### config.mk
export PLATFORM = sky130hd
export DESIGN_NAME = dmem_arbiter
export DESIGN_NICKNAME = d
export VERILOG_FILES = /design/src/rtl/dmem_arb_pkg.sv /design/src/rtl/dmem_arb_pick.sv /design/src/rtl/dmem_arbiter.sv
export SDC_FILE = /design/constraint.sdc
export NUM_CORES = 1
export LEC_CHECK = 0
export CORE_MARGIN = 4
export CORE_UTILIZATION = 20
export CTS_CLUSTER_SIZE = 10
export DETAILED_ROUTE_END_ITERATION = 12
export GPL_ROUTABILITY_DRIVEN = 0
export PLACE_DENSITY = 0.78
export RECOVER_POWER = 100
export SYNTH_ARGS = -nofsm -noshare
export SYNTH_HDL_FRONTEND = slang
export SYNTH_SLANG_ARGS = --single-unit
export TNS_END_PERCENT = 10
### constraint.sdc
create_clock -name clock -period 1.5 [get_ports clock]
set_input_delay 0.225 -clock clock [delete_from_list [all_inputs] [get_ports clock]]
set_output_delay 0.225 -clock clock [all_outputs]
set_load 0.02 [all_outputs]
### src/rtl/dmem_arb_pkg.sv
// Shared constants and types for the data-memory arbiter.
package dmem_arb_pkg;

    localparam logic PORT_CPU = 1'b0;
    localparam logic PORT_LDR = 1'b1;

    localparam int DEF_BASE_ADDR  = 512;
    localparam int DEF_DATA_WORDS = 512;
    localparam int DEF_MEM_AW     = 10;

    typedef logic arb_port_t;

endpackage

### src/rtl/dmem_arb_pick.sv
// Combinational winner selection for the two data-memory requesters.
// DMEM_ARB_RR_EN selects round-robin tie-break; otherwise port 0 wins ties.
module dmem_arb_pick
    import dmem_arb_pkg::*;
(
    input  logic [1:0] req_i,
    input  logic       lock_active_i,
    input  arb_port_t  last_owner_i,
    output logic       win_vld_o,
    output arb_port_t  win_o
);

    // A lock always belongs to the most recent grantee, so last_owner doubles as lock owner.
    always_comb begin
        win_vld_o = 1'b0;
        win_o     = PORT_CPU;
        if (lock_active_i && req_i[last_owner_i]) begin
            win_vld_o = 1'b1;
            win_o     = last_owner_i;
        end else if (&req_i) begin
            win_vld_o = 1'b1;
`ifdef DMEM_ARB_RR_EN
            win_o     = ~last_owner_i;
`else
            win_o     = PORT_CPU;
`endif
        end else if (req_i[0]) begin
            win_vld_o = 1'b1;
            win_o     = PORT_CPU;
        end else if (req_i[1]) begin
            win_vld_o = 1'b1;
            win_o     = PORT_LDR;
        end
    end

endmodule

### src/rtl/dmem_arbiter.sv
// Two-port arbiter in front of the data blockRAM: grants, base offset, range check, read return.
// Tie-break policy set by DMEM_ARB_RR_EN (defined: round-robin, undefined: port 0 priority).
module dmem_arbiter
    import dmem_arb_pkg::*;
#(
    parameter int BASE_ADDR  = DEF_BASE_ADDR,
    parameter int DATA_WORDS = DEF_DATA_WORDS,
    parameter int MEM_AW     = DEF_MEM_AW
) (
    input  logic              clock,
    input  logic              reset,
    input  logic              req0,
    input  logic              req1,
    input  logic              we0,
    input  logic              we1,
    input  logic              lock0,
    input  logic              lock1,
    input  logic [15:0]       addr0,
    input  logic [15:0]       addr1,
    input  logic [15:0]       wdata0,
    input  logic [15:0]       wdata1,
    output logic              gnt0,
    output logic              gnt1,
    output logic              rvalid0,
    output logic              rvalid1,
    output logic [15:0]       rdata0,
    output logic [15:0]       rdata1,
    output logic              err0,
    output logic              err1,
    output logic              mem_en,
    output logic              mem_we,
    output logic [MEM_AW-1:0] mem_addr,
    output logic [15:0]       mem_di,
    input  logic [15:0]       mem_dout
);

    arb_port_t last_owner_q, last_owner_d;
    logic      lock_active_q, lock_active_d;
    logic      pend_valid_q, pend_valid_d;
    arb_port_t pend_port_q, pend_port_d;
    logic      pend_err_q, pend_err_d;
    logic      pend_we_q, pend_we_d;

    logic      win_vld;
    arb_port_t win;
    logic      grant;
    logic [15:0] sel_addr;
    logic [15:0] sel_wdata;
    logic        sel_we;
    logic        sel_lock;
    logic        in_range;

    dmem_arb_pick u_pick (
        .req_i        ({req1, req0}),
        .lock_active_i(lock_active_q),
        .last_owner_i (last_owner_q),
        .win_vld_o    (win_vld),
        .win_o        (win)
    );

    always_comb begin
        grant     = win_vld && !reset;
        sel_addr  = (win == PORT_LDR) ? addr1  : addr0;
        sel_wdata = (win == PORT_LDR) ? wdata1 : wdata0;
        sel_we    = (win == PORT_LDR) ? we1    : we0;
        sel_lock  = (win == PORT_LDR) ? lock1  : lock0;
        in_range  = ({16'b0, sel_addr} < 32'(DATA_WORDS));

        gnt0     = grant && (win == PORT_CPU);
        gnt1     = grant && (win == PORT_LDR);
        mem_en   = 1'b0;
        mem_we   = 1'b0;
        mem_addr = '0;
        mem_di   = '0;
        // Out-of-range accesses never reach the RAM, so they cannot wrap into the instruction region.
        if (grant && in_range) begin
            mem_en   = 1'b1;
            mem_we   = sel_we;
            mem_addr = sel_addr[MEM_AW-1:0] + MEM_AW'(BASE_ADDR);
            mem_di   = sel_wdata;
        end

        last_owner_d  = grant ? win : last_owner_q;
        lock_active_d = grant && sel_lock;
        pend_valid_d  = grant;
        pend_port_d   = win;
        pend_err_d    = !in_range;
        pend_we_d     = sel_we;
    end

    always_comb begin
        rvalid0 = pend_valid_q && !pend_we_q && (pend_port_q == PORT_CPU);
        rvalid1 = pend_valid_q && !pend_we_q && (pend_port_q == PORT_LDR);
        err0    = pend_valid_q && pend_err_q && (pend_port_q == PORT_CPU);
        err1    = pend_valid_q && pend_err_q && (pend_port_q == PORT_LDR);
        rdata0  = (rvalid0 && !pend_err_q) ? mem_dout : 16'h0000;
        rdata1  = (rvalid1 && !pend_err_q) ? mem_dout : 16'h0000;
    end

    always_ff @(posedge clock or posedge reset) begin
        if (reset) begin
            last_owner_q  <= PORT_LDR;
            lock_active_q <= 1'b0;
            pend_valid_q  <= 1'b0;
            pend_port_q   <= PORT_CPU;
            pend_err_q    <= 1'b0;
            pend_we_q     <= 1'b0;
        end else begin
            last_owner_q  <= last_owner_d;
            lock_active_q <= lock_active_d;
            pend_valid_q  <= pend_valid_d;
            pend_port_q   <= pend_port_d;
            pend_err_q    <= pend_err_d;
            pend_we_q     <= pend_we_d;
        end
    end

endmodule

Yosys cells after proc, flatten, opt, wreduce, memory -nomap -nowiden. Index checks and enable logic that the tools add are counted.

Flip-flop bits (word level): 6. Input bits: 88. Output and inout port bits: 66. Logic and storage cells: 49.

$add $sub $neg: 1. Magnitude comparators: 2. Mux-type cells: 19. Bitwise operators: 2. Reductions and logical operators: 19.

Operators by type and width (number): $mux W16 (5); $lt A16 B10 Y1 const B (1); $logic_and A1 B1 Y1 (14); $mux W1 (13); $add A10 B10 Y10 const B (1); $mux W10 (1); $logic_not A1 Y1 (4); $lt A1 B2 Y1 const B (1); $not A1 Y1 (2); $reduce_and A2 Y1 (1).

Longest topological paths before layout.
Depth in word-level cells: 8. Gate-level depth with buffers: 5. Depth with buffers taken out: 3.

Cells and area by module. From an unflattened synthesis, not the netlist that was laid out.

Cells, all modules: 132. Area total of the unflattened synthesis: 1082.3 um^2.

By module, submodules not included: dmem_arbiter (times used 1, cells an instance 129, area each 1064.8 um^2, seq. area each 151.4 um^2); dmem_arb_pick (times used 1, cells an instance 3, area each 17.5 um^2, seq. area each 0.0 um^2).

Least setup slack after synthesis. No wires, ideal clock.

Kind: register -> output. Start point: register lock_active_q. End point: output port mem_we. Arrival: 1.484 ns. Data required time: 1.275 ns. Setup slack: -0.209 ns. Stages on the path, launching flop included: 4. Path buffers: 0. Path through: dfrtp_1 > a21boi_1 > o211ai_1 > a221oi_1.

Cells in the longest elaborated chain, start to end: 6. Elaborated cells between the ends (all ways): 9. Classes of those cells: order compare: 1; mux: 5; reduce/logical: 3.

Ends and longest elaborated chain: start, declared (line dmem_arbiter.sv:38) `logic lock_active_q, lock_active_d;`; start signal, assigned (line dmem_arbiter.sv:110) `lock_active_q <= lock_active_d;`; $logic_and A1 B1 Y1 (*) (line dmem_arb_pick.sv:17) `if (lock_active_i && req_i[last_owner_i]) begin`; $mux W1 (line dmem_arb_pick.sv:17); $mux W16 (line dmem_arbiter.sv:63) `sel_addr = (win == PORT_LDR) ? addr1 : addr0;`; $lt A16 B10 Y1 (line dmem_arbiter.sv:67) `in_range = ({16'b0, sel_addr} < 32'(DATA_WORDS));`; $logic_and A1 B1 Y1 (line dmem_arbiter.sv:76) `if (grant && in_range) begin`; $mux W1 (*) (line dmem_arbiter.sv:76); end, declared (line dmem_arbiter.sv:31) `output logic mem_we,`.

Every way passes the cells marked *; elsewhere a longest branch is shown, timed or not.

Final worst setup path.
Start point: input port reset. End point: output port mem_addr[6].

Cells in the longest elaborated chain, start to end: 4.

Ends and longest elaborated chain: start, declared (line dmem_arbiter.sv:11) `input logic reset,`; $logic_not A1 Y1 (no line); $logic_and A1 B1 Y1 (line dmem_arbiter.sv:62) `grant = win_vld && !reset;`; $logic_and A1 B1 Y1 (line dmem_arbiter.sv:76); $mux W10 (line dmem_arbiter.sv:76); end, declared (line dmem_arbiter.sv:32) `output logic [MEM_AW-1:0] mem_addr,`.

No other way between the ends.

==> results.md <==
- WHS Endpoint: pend_port_q$_DFF_PP0_
- DIE HEIGHT: 76.2 um
- Pin count of the biggest net entering global routing: 26
- Multi-input logic area: 828 sq um
- Num CTS Buffers: 3
- Setup violations, final: just over 60
- P_sw: roughly 210 uW
- Die width: 76.2 um
- FF/Latch Area: 151 sq um
- Synth-to-layout area growth: 229%
- Worst r2r dst: lock_active_q$_DFF_PP0_
- Commonest cells after routing, fill and taps aside: 78 x clkdlybuf4s50_1, 55 x buf_6, 22 x and2_4, 22 x a32o_2, 21 x buf_4
- Clk Tree Root Cell: clkbuf_8
- Power Dens Cells: 277 mW/mm^2
- CP max-delay cell: clkdlybuf4s50_1
- Endpoint class of the critical path: output pin
- Post-synth EDFFs: 0
- Hold Startpoint: req1
- Detailed Routing Iterations Pass 1: 6
- Outcome: complete, but fails checks
- Req. time, crit path: about 1.3 ns
- Layout cell share with drive strength beyond 1: 56.4%
- Worst slew pin tran: about 0.59 ns
- Ys Warns: 0
- Gr busiest metal: met2
- Hold Crit Depth: 4
- Synth async-reset ratio: 100%
- RSZ-0062 raised after global routing: true
- Max FO, Critical Path: 6
- Sw frac: 24.6%
- Average cell area after synthesis: 8.53 sq um
- Hold crit path type: input port to flop
- Vias in the first global route: 1733
- Post-DRT Antenna Nets: 0
- CP bufs+invs: 5
- Layout filler cell count: ~340
- Total power: 848 uW
- Worst Setup SP: reset
- GR Util met1: 18.0%
- Clock power share: 30.3%
- Leak: around 1.5 nW
- Port Buffers: 153
- Failing checks: setup timing
- Final Hold Viols: 0
- Ranking of synthesized cells by area: a32o_1 27%, and2_1 24%, dfrtp_1 13%
- Tcrit/Tclk final: 127%
- # IOs: 154
- Commonest non-fill, non-tap cell in the layout: clkdlybuf4s50_1
- Commonest register cell after synthesis: dfrtp_1
- Drt total wl: approximately 5600 um
- Drt first-iter violations: 38
- Initial antenna violation count: 0
- Post-Syn Instances: 109
- Rel. slew slack: 60.0%
- Worst path cell trace: clkdlybuf4s50_1 > clkbuf_1 > nor3_4 > buf_12 > buf_12 > a32o_1 > buf_4
- CORE AREA: 0.00441 sq mm
- DP HPWL: 4330 um
- Post-Route Skew: 0.00184 ns
- CTS tree: built
- Worst setup margin: -0.408 ns
- Slew Limit Fails: 0
- Die area: 0.00580 sq mm
- Reg2reg path depth: 6
- Most used cell, CP: buf_12
- Worst skew pair latency: 0.22 ns
- M2 GR Usage: 33.0%
- Slowest Stage Delay on Critical Path: 0.52 ns
- Post-DR wirelength/cell: 16.5 um
- Min Tclk post-route: 1.91 ns
- Max Freq: 0.524 GHz
- Seq cells post-synth: 6
- Gr ovfl total: 0
- CP Class: input port to output pin
- R2r startpoint: last_owner_q$_DFFE_PP1P_
- CTS Sinks: 6
- R2R setup slack: 0.16 ns
- Via Count: 1638
- Initial Utilization: between 20% and 30%
- Fin util: 69.3%
- GRT Total Usage: 17.5%
- Drt drc: 0
- Syn_nets: 197
- Clock buffer depth: 2
- Htree depth: 1
- Dpl ws: -1.03 ns
- Crit path DAT: 1.68 ns
- Worst IR Drop VDD: 0.189 mV
- Mapped Area: 930 sq um
- First-pass GRT wire length: 8370 um
- Final net count: 378
- Share of the synthesized area in the top cell type: 26.9%
- Cell internal pwr: between 600 and 700 uW
- Critical path's top delay family: buffers and inverters
- Startpoint types: input port
- Combinational Power Share: 47.6%
- Vias per inst: 4.80
- Seq/Total Area, Yosys: 16.3%
- FP Rows: 24
- Seq pwr share: 22.1%
- Library cells used by synthesis: 30
- Met3 GRT Util: 6.62%
- Worst path depth: 7
- Clock slew at reported path FFs: 0.04 ns
- Diode count: 0
- Max-Cap Viols: 0
- Yosys top cell by area: a32o_1
power by group through the flow:
stage | clock [mW] | combinational (mW) | sequential, mW
finish | 0.257 | 0.404 | 0.187
global route | 0.286 | 0.430 | 0.189
CTS | 0.268 | 0.388 | 0.187
detailed placement | 0 | 0.360 | 0.190
global placement | 0 | 0.354 | 0.188
floorplan | 0 | 0.0683 | 0.187
per-layer routing:
| layer | share of wire (%) | vias to the layer above | routed length (um) |
|---|---|---|---|
| met3 | 9.6 | 2 | 540 |
| met2 | 53 | 107 | 3000 |
| li1 | - | 784 | - |
| met5 | 0 | - | 0 |
| met4 | 0.53 | 0 | 30 |
| met1 | 37 | 745 | 2060 |
Yosys cell counts, types with 2 or more instances:
master    count
and2_1       35
a32o_1       25
dfrtp_1       5
buf_4         4
buf_6         4
inv_1         3
nand2_1       3
a21oi_1       2
and2b_1       2
clkbuf_1      2
nand3_1       2
nor3_1        2
nor4_2        2
o21ai_0       2
worst register-to-register path, stage by stage, from the launching register on:
cell      delay, ns
dfstp_2        0.54
buf_6          0.11
a21boi_4       0.06
nor3_4         0.16
buf_12         0.16
buf_16         0.13
a22o_1         0.12
area by class of cell:
class                           instances  share of cell area (%)
Inverter                                4                   0.491
Clock buffer                            4                    1.47
Tap cell                               52                    2.13
Sequential cell                         6                    4.95
Timing Repair Buffer                  186                    63.9
Multi-Input combinational cell         89                    27.1
sequential cells by signal, summed over array words and instances, names as in the netlist:
register / flops
lock_active_q: 1
pend_err_q: 1
pend_valid_q: 1
pend_we_q: 1
pend_port_q: 1
last_owner_q: 1
repair_timing:
item | in CTS | in global routing
gates resized for setup | 376 | 36
buffers inserted | 7 | 2
hold buffers | 0 | 0
gates cloned | 3 | 2
endpoints found under the setup margin | 66 | 62
pin swaps | 22 | 22
cell families after synthesis:
family,synth area share (%)
and+or+nand+nor,38.6
DFF,16.3
buffers and inverters,10.5
AOI/OAI and AO/OA,34.6
how the worst max path moves through the flow:
stage | end | slack (ns)
4_1_cts | mem_addr[6] | -0.38
3_3_place_gp | mem_di[5] | -1.04
3_5_place_dp | mem_di[13] | -1.03
2_1_floorplan | mem_di[10] | -0.10
6_report | mem_addr[6] | -0.41
5_1_grt | mem_en | -0.47
stage by stage:
step	setup TNS (ns)	instance area [sq um]	hold WS, ns	std cells
2_1_floorplan	-2.68	1010	0.0210	109
3_3_place_gp	-41.58	2720	0.558	323
3_5_place_dp	-42.31	2720	0.559	323
4_1_cts	-16.38	2920	0.503	337
5_1_grt	-20.50	3060	0.571	341
6_report	-15.79	3060	0.553	341
Note: power is estimated with default switching activity, not from simulation.
==> variant 1 (config.mk and constraints unchanged) <==
Add a define of `DMEM_ARB_RR_EN`.
--- a/src/rtl/dmem_arb_pick.sv
+++ b/src/rtl/dmem_arb_pick.sv
@@ -1,5 +1,7 @@
 // Combinational winner selection for the two data-memory requesters.
 // DMEM_ARB_RR_EN selects round-robin tie-break; otherwise port 0 wins ties.
+`define DMEM_ARB_RR_EN
+
 module dmem_arb_pick
     import dmem_arb_pkg::*;
 (
Check against the original RTL: not equivalent (Yosys sat finds a counterexample within 4 cycles, from zero or initial values and one cycle with reset high).
==> variant 1 against the original RTL <==
  * The flow still finishes with violations (setup timing)
  * Power rose by 15%
  * Wire length down 10%
  * Design area rose by 2.1%
  * Die area down 0.47%
  * Sequential cell count is the same
  * Setup slack got worse by 0.19 ns
  * Global-route usage shrank 1.0 points
  * Critical endpoint is now mem_addr[3]
  * Via count rose by 5.7%
  * Area after synthesis is 0.54% lower
==> variant 1: results (changes against the original RTL) <==
Outcome
  • Status: finished with violations
  • Violated checks: setup timing

Finish
  • Multi-input gate area: 993 sq um (+20%)
  • Fillers: 358 (+4.4%)
  • Inverters: 6 (+2)
  • Final-layout non-clock buffer area share: 59.0% (-4.9 points)
  • Core Util, Final: 70.8% (+1.5 points)
  • Layout Nets: 418 (+11%)
  • Repair and plain buffers: 180 (-3.2%)
  • Area grow syn2layout: 238%
  • Ratio of cells with drive above 1 in the final layout: 40.4% (-16 points)
  • Multi-input gates: 133 (+49%)
  • Clock-cell share of area: 1.44% (-0.031 points)

Placed design
  • Placed inst area: 0.00289 sq mm (+6.5%)
  • Detailed Place HPWL: 4180 um (-3.4%)

Worst setup path
  • Crit-path max cell delay: 0.54 ns (+0.02 ns)
  • Critical Path AT: 1.87 ns (+0.19 ns)
  • Critical path fanouts, max: 5 (-1)
  • Top delay family on crit path: flip-flops
  • Critical Path Start: last_owner_q
  • Crit-path slowest cell: dfstp_2

Timing
  • Final WS setup: -0.595 ns (-0.187 ns)
  • Worst slew pin tran: 0.303 ns (-0.291 ns)
  • Worst Skew: 0.00384 ns (+0.00201 ns)
  • Final setup fails: 63 (+3.3%)

Yosys
  • Post-synth top area share: 21.7% (-5.3 points)
  • Sequential fraction of the synthesis area: 16.4% (+0.088 points)
  • Ranking of synthesized cells by area: and2_1 (22%), nand2_1 (21%), a21oi_1 (14%), dfrtp_1 (14%), dfstp_2 (2.8%)
  • Top post-synthesis cells by count: nand2_1 (51), and2_1 (32), a21oi_1 (25)
  • Synth unique cells: 26 (-13%)
  • Synth Area in Adders: 0% (unchanged)
  • Synth Area in XOR/XNOR: 0.947% (+0.95 points)
  • #FFs+latches synth: 6 (unchanged)
  • Asr flop ratio synth: 100% (unchanged)
  • Portion of netlist area occupied by mux cells: 4.74% (+4.7 points)
  • Syn Nets: 242 (+23%)
  • Complex-gate fraction of the synthesized area: 17.1% (-18 points)

Pwr
  • Pwr dens: 313 mW/mm^2 (+13%)
  • Peak supply drop: 284 uV (+50%)
  • Static Leak: 1.37 nW (-9.2%)

Global route
  • GRT Overall Usage: 16.5% (-1.0 points)
  • Vias in the first global route: 1738 (+0.29%)
  • Initial antenna violation count: 0 (unchanged)
  • First-pass GRT wire length: 7890 um (-5.8%)
  • Largest net degree at the start of global routing: 29 (+12%)

CTS
  • Clock slew at reported path FFs: 0.04 ns (about the same)

Route
  • Vias per inst: 4.54 (-5.4%)
  • DRT iter0 DRCs: 49 (+29%)
  • TritonRoute pass-1 iters: 4 (-2)
  • Average wire per standard cell: 13.3 um (-19%)

Worst hold path
  • Worst min path class: in2async
variant 1: cell count changes in the layout (fill, tap and decap cells not counted), moves of 4 or more:
cell | before | now
a21oi_2 | 1 | 6
a21oi_4 | 0 | 19
a32o_2 | 22 | 0
and2_1 | 9 | 32
and2_2 | 4 | 0
and2_4 | 22 | 0
buf_12 | 6 | 2
buf_2 | 10 | 0
buf_4 | 21 | 25
clkdlybuf4s15_1 | 0 | 4
nand2_1 | 3 | 51
variant 1: path summary, 6_finish.rpt:
check,cells past startpoint,slack (ns),end
max,8,-0.60,mem_addr[3]
min in group clock,1,0.53,last_owner_q
max in group asynchronous,3,0.91,last_owner_q
max reg2reg,7,-0.16,lock_active_q
min reg2reg,1,0.53,last_owner_q
min,3,0.34,lock_active_q
variant 1: power by group:
| group | total (W) | switching, W | internal, W |
|---|---|---|---|
| logic | 0.000539 | 0.000229 | 0.000310 |
| registers | 0.000191 | 0.0000103 | 0.000180 |
| clock network | 0.000249 | 0.0000661 | 0.000182 |
| total | 0.000978 | 0.000305 | 0.000673 |
variant 1: timing repair:
item | in CTS | in global routing
setup buffers | 6 | 0
resized for setup | 391 | 8
endpoints found under the hold margin | 0 | 0
pin swaps | 6 | 3
gates cloned | 2 | 0
endpoints found under the setup margin | 68 | 64
variant 1: stage by stage:
step | TNS (ns) | setup WS (ns) | std cells
floorplan | -13.33 | -0.306 | 154
global placement | -47.04 | -1.21 | 370
detailed placement | -47.73 | -1.24 | 370
CTS | -22.05 | -0.626 | 382
global route | -27.80 | -0.691 | 381
finish | -21.19 | -0.595 | 381
variant 1: per-layer routing:
layer  track usage (%)  routed length, um
met1              16.2               1750
met2              31.8               2660
met3              4.61                553
met4              6.41                104
met5                 0                  0
==> variant 2 (same settings) <==
Without the edit above. Make the reset (`reset`) synchronous in one clocked block.
--- a/src/rtl/dmem_arbiter.sv
+++ b/src/rtl/dmem_arbiter.sv
@@ -97,7 +97,7 @@
         rdata1  = (rvalid1 && !pend_err_q) ? mem_dout : 16'h0000;
     end
 
-    always_ff @(posedge clock or posedge reset) begin
+    always_ff @(posedge clock) begin
         if (reset) begin
             last_owner_q  <= PORT_LDR;
             lock_active_q <= 1'b0;
Behaviour: differs if reset is asserted again (counterexample within 4 cycles, from zero or initial values and one cycle with reset high); with reset held inactive, the same outputs for 10 cycles.
==> variant 2 against the original RTL <==
  * The flow still finishes with violations (setup timing)
  * Final cell count is 21% higher
  * Via count up 12%
  * Area after synthesis is 24% higher
  * Synthesized cell count is 48% higher
  * Sequential cell count stayed put
  * Fmax rose by 2.9%
  * Power grew 14%
  * Design area up 12%
  * Wire length increased by 5.1%
  * Setup slack improved by 0.054 ns
  * Critical path type is now reg2out
  * Largest cell class unchanged
  * Highest routed layer unchanged
==> variant 2: results (changes against the original RTL) <==
Timing
  • Max_slew headroom: 80.0% (+20 points)
  • Final setup fails: 57 (-6.6%)
  • Worst Skew: 0.00123 ns (-0.000603 ns)
  • Final WS setup: -0.354 ns (+0.0539 ns)
  • Setup Total Neg Slack: -10.03 ns (+5.76 ns)

Outcome
  • Status: finished with violations
  • Violated checks: setup timing

Yosys
  • Synth unique cells: 30 (unchanged)
  • Syn Nets: 249 (+26%)
  • Mapped Cells: 161 (+48%)
  • Asr flop ratio synth: 0% (-100 points)
  • Ys flop type: dfxtp_1
  • Syn. warnings: 0 (unchanged)
  • Top post-synthesis cells by count: inv_1 (53), and2_1 (33), o32ai_2 (18)
  • Ranking of synthesized cells by area: o32ai_2 (25%), and2_1 (18%), inv_1 (17%), dfxtp_1 (10%), o32ai_1 (5.3%)
  • Sequential fraction of the synthesis area: 10.4% (-5.9 points)

Pwr
  • Static Leak: 1.62 nW (+7.4%)
  • Peak supply drop: 228 uV (+21%)

Finish
  • Final Non-Filler Cells: 413 (+21%)
  • Fillers: 481 (+40%)
  • Ratio of cells with drive above 1 in the final layout: 43.7% (-13 points)
  • ANT cells: 0 (unchanged)
  • Layout Nets: 431 (+14%)

Placed design
  • Placed cells: 400 (+24%)
  • Detailed Place HPWL: 4460 um (+3.1%)
  • Port buffer count: 153 (unchanged)
  • Placed inst area: 0.00294 sq mm (+8.2%)
  • Pre-CTS setup slack: -1.08 ns (-0.0435 ns)

Worst setup path
  • Critical path fanouts, max: 13 (+7)
  • Crit-path max cell delay: 0.41 ns (-0.11 ns)
  • Critical Path AT: 1.63 ns (-0.05 ns)
  • Top delay family on crit path: simple AND/OR/NAND/NOR gates
  • Crit-path slowest cell: or3_4

Worst hold path
  • Worst min path class: in2reg

Route
  • Vias per inst: 4.43 (-7.8%)
  • TritonRoute pass-1 iters: 4 (-2)
  • DRT iter0 DRCs: 38 (unchanged)
  • DRT Wirelength: 5920 um (+5.1%)

Global route
  • Initial antenna violation count: 0 (unchanged)
  • Largest net degree at the start of global routing: 17 (-35%)
  • Vias in the first global route: 1931 (+11%)
  • First-pass GRT wire length: 9230 um (+10%)
  • GRT Overall Usage: 16.2% (-1.3 points)

CTS
  • TritonCTS buffer count: 3 (unchanged)
  • H-tree levels: 1 (unchanged)
  • Skew-Pair Late Insertion Delay: 0.22 ns (about the same)
  • Clock tree buffer depth: 2 (unchanged)
  • Clock slew at reported path FFs: 0.03 ns
  • Clock tree root driver cell: clkbuf_8
## variant 2: power by group
group | total [W] | switching, W | internal (W)
logic | 0.000549 | 0.000217 | 0.000332
registers | 0.000184 | 0.00000957 | 0.000174
clock network | 0.000236 | 0.0000640 | 0.000172
## variant 2: final cells by class
type / instances / area (sq um) / area share (%)
timing repair buffer: 186 / 1890 / 55.2
multi-input combinational: 92 / 1080 / 31.4
inverter: 54 / 203 / 5.90
sequential: 6 / 126 / 3.68
tap: 72 / 90.1 / 2.62
clock buffer: 3 / 41.3 / 1.20
## variant 2: cells by family after synthesis
| group | synth area share [%] |
|---|---|
| DFF | 10.4 |
| buffers and inverters | 23.1 |
| and+or+nand+nor | 29.3 |
| AOI/OAI and AO/OA | 37.2 |
## variant 2: final timing paths
path | end | cells after the start | from | slack (ns)
setup reg to reg | pend_err_q | 4 | last_owner_q | 0.35
hold reg to reg | last_owner_q | 3 | last_owner_q | 0.61
hold / removal | pend_we_q | 3 | reset | 0.45
setup / recovery | mem_di[8] | 5 | lock_active_q | -0.35
## variant 2: metal layers
layer / part of all wire [%] / global-route usage [%] / up-vias
li1: - / - / 897
met1: 36 / 16.4 / 815
met2: 52 / 30.4 / 110
met3: 9.7 / 5.43 / 8
met4: 1.8 / 5.99 / 0
met5: 0 / 0 / -
## variant 2: repair_timing
action,in CTS,in global routing
pin swaps,22,16
cloned,6,0
endpoints found under the setup margin,66,62
buffers inserted,3,4
resized for setup,410,44
## variant 2: worst min-delay path, cell delays in order
cell and delay [ns]:
dlygate4sd2_1 0.22, buf_4 0.14, a21oi_1 0.04
## variant 2: through the flow
stage / hold WS (ns) / utilization (%)
after global placement: 0.607 / 53.0
after CTS: 0.419 / 58.4
after global routing: 0.467 / 62.0
after floorplan: 0.294 / -
after detailed placement: 0.609 / 53.0
final: 0.446 / 62.0
